`config.mk`:
```
export PLATFORM = sky130hd
export DESIGN_NAME = npc_fetch_unit
export DESIGN_NICKNAME = d
export VERILOG_FILES = /design/src/rtl/npc_fetch_unit.sv
export SDC_FILE = /design/constraint.sdc
export NUM_CORES = 1
export LEC_CHECK = 0
export BUFFER_PORTS_ARGS = -buffer_cell sky130_fd_sc_hd__buf_2
export CORE_MARGIN = 8
export CORE_UTILIZATION = 29
export DETAILED_ROUTE_END_ITERATION = 6
export PLACE_DENSITY = 0.5
export SLEW_MARGIN = 40
export SYNTH_ARGS = -nofsm -noshare
export SYNTH_HDL_FRONTEND = slang
export SYNTH_SLANG_ARGS = --single-unit
```
`constraint.sdc`:
```
create_clock -name clk -period 3.6 [get_ports clk]
set_input_delay 0.54 -clock clk [delete_from_list [all_inputs] [get_ports clk]]
set_output_delay 0.54 -clock clk [all_outputs]
set_load 0.005 [all_outputs]
```
`src/rtl/npc_fetch_unit.sv`:
```
// npc_fetch_unit: F-stage PC register and next-PC selection.
//
// Takes the D-stage branch-compare result and next-PC select and updates the fetch PC.
// The instruction already in F when a branch resolves in D is the MIPS delay slot and is
// never flushed; the new PC takes effect one cycle after the D-stage resolve.
//
// Optional feature macro: BR_STAT_EN. When defined, this block adds the branch statistic
// counters br_total and br_taken_cnt.
//
// Ports:
//   clk          in   clock, rising edge
//   reset        in   synchronous active-low reset
//   stall        in   hazard freeze; 1 = hold pc_f
//   npc_op       in   00 seq, 01 cond branch, 10 j/jal, 11 jr/jalr
//   cmp_out      in   branch condition (taken = 1), used when npc_op = 01
//   pc_d         in   PC of the instruction in D
//   imm16        in   branch offset in words
//   index26      in   jump index
//   jr_target    in   forwarded rs value for jr/jalr
//   pc_f         out  registered fetch PC
//   pc_f_plus4   out  pc_f + 4
//   link_pc      out  pc_d + 8, the link write-back value
//   redirect     out  next PC is not pc_f + 4
//   jr_misalign  out  sticky flag: a register jump had a non-word-aligned target
//   br_total     out  (BR_STAT_EN) number of resolved conditional branches
//   br_taken_cnt out  (BR_STAT_EN) number of taken conditional branches
module npc_fetch_unit #(
  parameter logic [31:0] RESET_PC = 32'h0000_3000,
  parameter int unsigned CNT_W    = 32
) (
  input  logic             clk,
  input  logic             reset,
  input  logic             stall,
  input  logic [1:0]       npc_op,
  input  logic             cmp_out,
  input  logic [31:0]      pc_d,
  input  logic [15:0]      imm16,
  input  logic [25:0]      index26,
  input  logic [31:0]      jr_target,
  output logic [31:0]      pc_f,
  output logic [31:0]      pc_f_plus4,
  output logic [31:0]      link_pc,
  output logic             redirect,
  output logic             jr_misalign
`ifdef BR_STAT_EN
  ,
  output logic [CNT_W-1:0] br_total,
  output logic [CNT_W-1:0] br_taken_cnt
`endif
);

  logic [31:0] pc_f_q, pc_f_d;
  logic        misalign_q, misalign_d;
  logic [31:0] pc_d_plus4;
  logic [31:0] br_target;
  logic [31:0] npc;

  always_comb begin
    pc_f_plus4 = pc_f_q + 32'd4;
    pc_d_plus4 = pc_d + 32'd4;
    link_pc    = pc_d + 32'd8;
    // Word offset: sign-extend and scale by 4 in one concatenation.
    br_target  = pc_d_plus4 + {{14{imm16[15]}}, imm16, 2'b00};

    npc      = pc_f_plus4;
    redirect = 1'b0;
    unique case (npc_op)
      2'b00: begin
        npc      = pc_f_plus4;
        redirect = 1'b0;
      end
      2'b01: begin
        npc      = cmp_out ? br_target : pc_f_plus4;
        redirect = cmp_out;
      end
      2'b10: begin
        npc      = {pc_d_plus4[31:28], index26, 2'b00};
        redirect = 1'b1;
      end
      2'b11: begin
        // Misaligned targets are still followed, rounded down to the word.
        npc      = {jr_target[31:2], 2'b00};
        redirect = 1'b1;
      end
      default: begin
        npc      = pc_f_plus4;
        redirect = 1'b0;
      end
    endcase
  end

  always_comb begin
    pc_f_d     = pc_f_q;
    misalign_d = misalign_q;
    if (!stall) begin
      pc_f_d = npc;
      if (npc_op == 2'b11 && jr_target[1:0] != 2'b00) begin
        misalign_d = 1'b1;
      end
    end
  end

  always_ff @(posedge clk) begin
    if (!reset) begin
      pc_f_q     <= RESET_PC;
      misalign_q <= 1'b0;
    end else begin
      pc_f_q     <= pc_f_d;
      misalign_q <= misalign_d;
    end
  end

  assign pc_f        = pc_f_q;
  assign jr_misalign = misalign_q;

`ifdef BR_STAT_EN
  logic [CNT_W-1:0] br_total_q, br_total_d;
  logic [CNT_W-1:0] br_taken_q, br_taken_d;

  // Only non-stall edges count, so a branch held in D is counted once.
  always_comb begin
    br_total_d = br_total_q;
    br_taken_d = br_taken_q;
    if (!stall && npc_op == 2'b01) begin
      br_total_d = br_total_q + 1'b1;
      if (cmp_out) begin
        br_taken_d = br_taken_q + 1'b1;
      end
    end
  end

  always_ff @(posedge clk) begin
    if (!reset) begin
      br_total_q <= '0;
      br_taken_q <= '0;
    end else begin
      br_total_q <= br_total_d;
      br_taken_q <= br_taken_d;
    end
  end

  assign br_total     = br_total_q;
  assign br_taken_cnt = br_taken_q;
`else
  // Counter width only matters when the statistics are built in.
  if (CNT_W == 0) begin : g_cnt_w_zero
  end
`endif

endmodule
```
==> metrics.cfg, run 1 <==
[cells_and_area]
diodes = 0
area_delta_synth_final_pct = 38.9
seq_area_sq_um = 661
fillers = 2007
fin_cells = 1267
drive_gt1_frac = 0.341
finish.net_count = 1183
final_util = 0.406
multi_input_area_sq_um = 4540
fin_area_sq_um = 7490

[yosys]
synth_compound_area_frac = 0.241
ys_seq_area_frac = 0.122
ys_seq_elements = 33
synth_top_area_frac = 0.122
yosys-top-cells-count = nand2_1, xnor2_1, a21oi_1, nor2_1, o21ai_0
synth-simple-area-share = 0.277
synth_edf_count = 0
synth_area_leaders = dfxtp_1, xnor2_1, ha_1
async_flop_share = 0
synthAdderAreaFrac = 0.0918
synth_area_leader_cell = dfxtp_1
synth_top_family_by_area = simple AND/OR/NAND/NOR gates
synthMuxAreaShare = 0.0492
syn_inst = 760
synthXorXnorAreaFrac = 0.167
synth_area_per_cell_sq_um = 7.10
syn_area_sq_um = 5400
ys_warn_count = 0
synthFlopType = dfxtp_1
syn-num-nets = 911
synth.most_common_cell = nand2_1
ys_types = 77

[critical_path]
crit_required_ns = 3.79
cp.arrival_ns = 3.61
end_kind = register
slowest_delay_ns = 0.45
path_common_cell = a21o_1
worstPathMaxFanout = 5
start_kind = primary input
rrSetupSlack_ns = 0.99
critPathKind = primary input to register
crit_path_cell_trace = buf_2 > buf_4 > ha_1 > nand4_2 > or3_4 > nor2_1 > xor2_1 > ha_2 > a21o_1 > a31oi_1 > o21ai_1 > a21o_1 > a21o_1 > a31o_1 > nor4b_1 > a211oi_1
cp_slowest_cell = or3_4

[cts]
cts_tree = yes
cts.sinks = 33
clkLatencyLatePin_ns = 0.29
clock_path_buffers = 2
cts_inserted_buffers = 5
ctsHoldBuffers = 0
root_buffer = clkbuf_16
htree_levels = 2
clk_pin_slew_ns = 0.06

[detailed_routing]
wirelength_mm = 22.4
ant_nets = 0
via_per_inst = 5.07
drcViolationCount = 0
drt_iter0_drc = 379
wire_per_inst_microns = 17.7
vias = 6420
firstDrtPassIters = 5

[sta]
fin_skew_ns = 0.00964
fin_crit_ns = 3.42
tightest_slew_ns = 0.788
fin_setup_tns_ns = 0
hold_viol_final = 0
finalSetupViolCount = 0
drv_slew = 0
fmax_mhz = 292
fin_crit_sh = 0.951
slew_headroom = 0.474
rsz0062_at_grt = yes

[die]
ios = 210
die_w_microns = 152
core_area_sq_um = 18500
dieArea_sq_um = 23200
initial_core_util = 0.292
die_h_microns = 152
rows = 50

[global_route]
grt_pass1_wl_mm = 35.5
grt_max_degree = 41
grt_overflow_total = 0
globalRouteTotalUtil = 0.186
antenna_found_initial = 2
grt_pass1_vias = 6397

[placed_design]
dp_hpwl_mm = 18.5
place_inst = 1257
portBuffers = 209
gp_congestion = 0.863
placedInstanceArea_sq_um = 7280

[power]
power_density_nw_per_um2 = 233
ir_worst_vdd_uv = 151
p_leak_nw = 3.61

[min_path]
hold_path.class = register to register

[outcome]
status = complete, no violations

[flow_run]
drv_cap = 0

layout by cell type, fill, tap and decap left out, types with 11 or more instances in the layout:
master and n:
a211oi_1 16, a21o_1 18, a21oi_1 56, a31oi_1 11
and3_1 13, buf_2 209, buf_4 96, dfxtp_1 33
ha_1 35, inv_1 22, mux2i_1 22, nand2_1 85
nand3_1 39, nand4_1 21, nor2_1 53, nor2b_1 12
o21ai_0 39, xnor2_1 60, xor2_1 38
layout make-up:
cell class / count / share of cell area
clock inverter: 3 / 0.00234
multi-input combinational: 662 / 0.605
tap: 234 / 0.0391
timing repair buffer: 305 / 0.236
clock buffer: 5 / 0.0167
sequential: 33 / 0.0882
inverter: 25 / 0.0125
per-layer routing:
layer,GRT usage,part of all wire
met5,0,0.00094
met4,0.0396,0.012
met3,0.0411,0.070
met2,0.297,0.45
met1,0.252,0.47
power by group:
group / leakage [nW] / switching (W) / internal (W) / total (W)
Clock: 0.0696 / 0.000171 / 0.000254 / 0.000425
Sequential: 0.272 / 0.0000443 / 0.000393 / 0.000437
Combinational: 3.27 / 0.000467 / 0.000415 / 0.000882
Total: 3.61 / 0.000682 / 0.00106 / 0.00174
worst max-delay path, delay by kind of cell:
kind | cells | cell delay, ns
buffers and inverters | 2 | 0.24
adders and majority gates | 2 | 0.51
and+or+nand+nor | 4 | 0.90
AOI/OAI and AO/OA | 7 | 1.21
xor gates and xnor gates | 1 | 0.20
stage by stage:
step / hold slack (ns) / setup WS (ns) / total power (W)
finish: 0.482 / 0.176 / 0.00174
global route: 0.503 / -0.0168 / 0.00187
CTS: 0.477 / 0.0257 / 0.00175
detailed placement: 0.462 / -0.250 / 0.00132
global placement: 0.449 / -0.208 / 0.00132
floorplan: 0.464 / 0.0166 / 0.000904
sequential cells by signal (all words and copies together) (netlist names):
name and count:
jr_misalign 1, pc_f 32
final timing paths:
check | end | cells after the start | from
max | pc_f[25] | 16 | pc_d[3]
min | jr_misalign | 1 | jr_misalign
max reg2reg | pc_f[28] | 8 | pc_f[9]
min reg2reg | jr_misalign | 1 | jr_misalign
repair_timing:
item,in CTS,in global routing
endpoints found under the setup margin,0,11
resized for setup,0,14
buffers inserted,0,2
logic make-up (layout without fill, tap and decap cells):
logic type                 after synthesis  in the layout
and+or+nand+nor                        291            291
AOI/OAI and AO/OA                      205            205
xor gates and xnor gates               101            101
buffers and inverters                   65            338
adders and majority gates               39             39
DFF                                     33             33
muxes                                   26             26
Note: power is estimated with default switching activity, not from simulation.
==> inputs of run 2 (changes only) <==
CTS_BUF_LIST = sky130_fd_sc_hd__clkbuf_8 sky130_fd_sc_hd__clkbuf_16   (was not set)
TNS_END_PERCENT = 1   (was not set)
==> run 2 against run 1 <==
Via count about the same. Final cell count unchanged. Wire length barely moved. Sequential cell count stayed put. Critical path depth unchanged. Clock skew barely moved. First-iteration DRC count decreased by 0.26%. Sequential share of layout area hardly changed. Sequential power barely moved.
==> metrics.cfg, run 2 (synthesis results as in run 1) <==
[outcome]
status = complete, no violations

[cells_and_area]
area_delta_synth_final_pct = 39.0  ; about the same
fillers = 2007  ; unchanged
layout_commonest_cell = buf_2
drive_gt1_frac = 0.342  ; +0.000968
multi_input_area_sq_um = 4540  ; +0.14%
finish.net_count = 1183  ; unchanged
largest_register_ffs = 32  ; unchanged
diodes = 0  ; unchanged
fin_area_sq_um = 7500  ; about the same
mostFrequentLayoutCells = buf_2, buf_4, nand2_1
fin_cells = 1267  ; unchanged
seq_area_sq_um = 661  ; unchanged

[die]
initial_core_util = 0.292  ; unchanged
ios = 210  ; unchanged
die_h_microns = 152  ; unchanged
rows = 50  ; unchanged
dieArea_sq_um = 23200  ; unchanged
die_w_microns = 152  ; unchanged
core_area_sq_um = 18500  ; unchanged

[sta]
hold_viol_final = 0  ; unchanged
tightest_slew_ns = 0.786  ; -0.00242 ns
fin_skew_ns = 0.00972  ; +0.0000848 ns
slew_headroom = 0.476  ; +0.00161
finalSetupViolCount = 0  ; unchanged
rsz0062_at_grt = yes
layout_setup_ws_ns = 0.176  ; -0.0000570 ns
fmax_mhz = 292  ; about the same
fin_crit_sh = 0.951  ; about the same
drv_slew = 0  ; unchanged
fin_setup_tns_ns = 0  ; unchanged
fin_crit_ns = 3.42  ; +0.0000570 ns

[detailed_routing]
via_per_inst = 5.07  ; about the same
wire_per_inst_microns = 17.7  ; about the same
vias = 6419  ; -0.016%
drcViolationCount = 0  ; unchanged
ant_nets = 0  ; unchanged
drt_iter0_drc = 378  ; -0.26%
firstDrtPassIters = 5  ; unchanged
wirelength_mm = 22.4  ; about the same

[cts]
root_buffer = clkbuf_16
cts_inserted_buffers = 5  ; unchanged
ctsHoldBuffers = 0  ; unchanged
cts_tree = yes
clk_pin_slew_ns = 0.06  ; about the same
cts.sinks = 33  ; unchanged
htree_levels = 2  ; unchanged
clkLatencyLatePin_ns = 0.29  ; about the same
clock_path_buffers = 2  ; unchanged

[global_route]
globalRouteTotalUtil = 0.186  ; unchanged
grt_overflow_total = 0  ; unchanged
grt_max_degree = 41  ; unchanged
grt_pass1_vias = 6397  ; unchanged
antenna_found_initial = 2  ; unchanged
grt_pass1_wl_mm = 35.5  ; unchanged

[critical_path]
crit_path_cell_trace = buf_2 > buf_4 > ha_1 > nand4_2 > or3_4 > nor2_1 > xor2_1 > ha_2 > a21o_1 > a31oi_1 > o21ai_1 > a21o_1 > a21o_1 > a31o_1 > nor4b_1 > a211oi_1
slowest_delay_ns = 0.45  ; about the same
cp_top_family = compound AO/OA/AOI/OAI gates
worstPathMaxFanout = 5  ; unchanged
cp.arrival_ns = 3.61  ; about the same
start_kind = primary input
critPathKind = primary input to register
end_kind = register
cp_slowest_cell = or3_4
cp_num_buf_inv = 2  ; unchanged
path_common_cell = a21o_1
crit_required_ns = 3.79  ; about the same

[placed_design]
portBuffers = 209  ; unchanged
placedInstanceArea_sq_um = 7280  ; unchanged
dp_hpwl_mm = 18.5  ; unchanged
place_ws_ns = -0.250  ; unchanged
gp_congestion = 0.863  ; unchanged
place_inst = 1257  ; unchanged

[power]
p_total_w = 0.00175  ; about the same
power_density_nw_per_um2 = 233  ; about the same
ir_worst_vdd_uv = 151  ; about the same
p_leak_nw = 3.61  ; about the same

[min_path]
hold_path.class = register to register

[flow_run]
drv_cap = 0  ; unchanged

-- run 2: metrics by stage --
| stage | hold slack [ns] | util |
|---|---|---|
| 6_report | 0.482 | 0.406 |
| 5_1_grt | 0.503 | 0.406 |
| 4_1_cts | 0.477 | 0.402 |
| 2_1_floorplan | 0.464 | - |
| 3_3_place_gp | 0.449 | 0.394 |
| 3_5_place_dp | 0.462 | 0.394 |
-- run 2: layout make-up --
cell class	count	share of cell area
multi-input cells	662	0.606
clock inverters	3	0.00234
repair buffers	305	0.236
flip-flops and latches	33	0.0881
inverters	25	0.0125
clock buffers	5	0.0167
well taps	234	0.0390
-- run 2: final timing paths --
| check | start | end | slack [ns] | cells after the start |
|---|---|---|---|---|
| worst max-delay path | pc_d[3] | pc_f[25] | 0.18 | 16 |
| worst min-delay path | jr_misalign | jr_misalign | 0.48 | 1 |
| worst max register to register | pc_f[9] | pc_f[28] | 0.99 | 8 |
| worst min register to register | jr_misalign | jr_misalign | 0.48 | 1 |
-- run 2: repair_timing --
item	4_1_cts	5_1_grt
gates resized for setup	0	15
buffers inserted	0	2
endpoints found under the setup margin	0	11
-- run 2: power by group --
part           leakage, nW  total, W  switching [W]  internal (W)
combinational         3.27  0.000883       0.000468      0.000415
sequential           0.272  0.000437      0.0000442      0.000393
clock               0.0696  0.000425       0.000171      0.000254
-- run 2: per-layer routing --
| metal | vias up | part of all wire | global-route usage | wire length, microns |
|---|---|---|---|---|
| met5 | - | 0.00094 | 0 | 21 |
| met4 | 4 | 0.012 | 0.0396 | 277 |
| met3 | 22 | 0.068 | 0.0411 | 1530 |
| met2 | 229 | 0.45 | 0.297 | 10000 |
| met1 | 2875 | 0.47 | 0.252 | 10600 |
| li1 | 3289 | - | - | - |
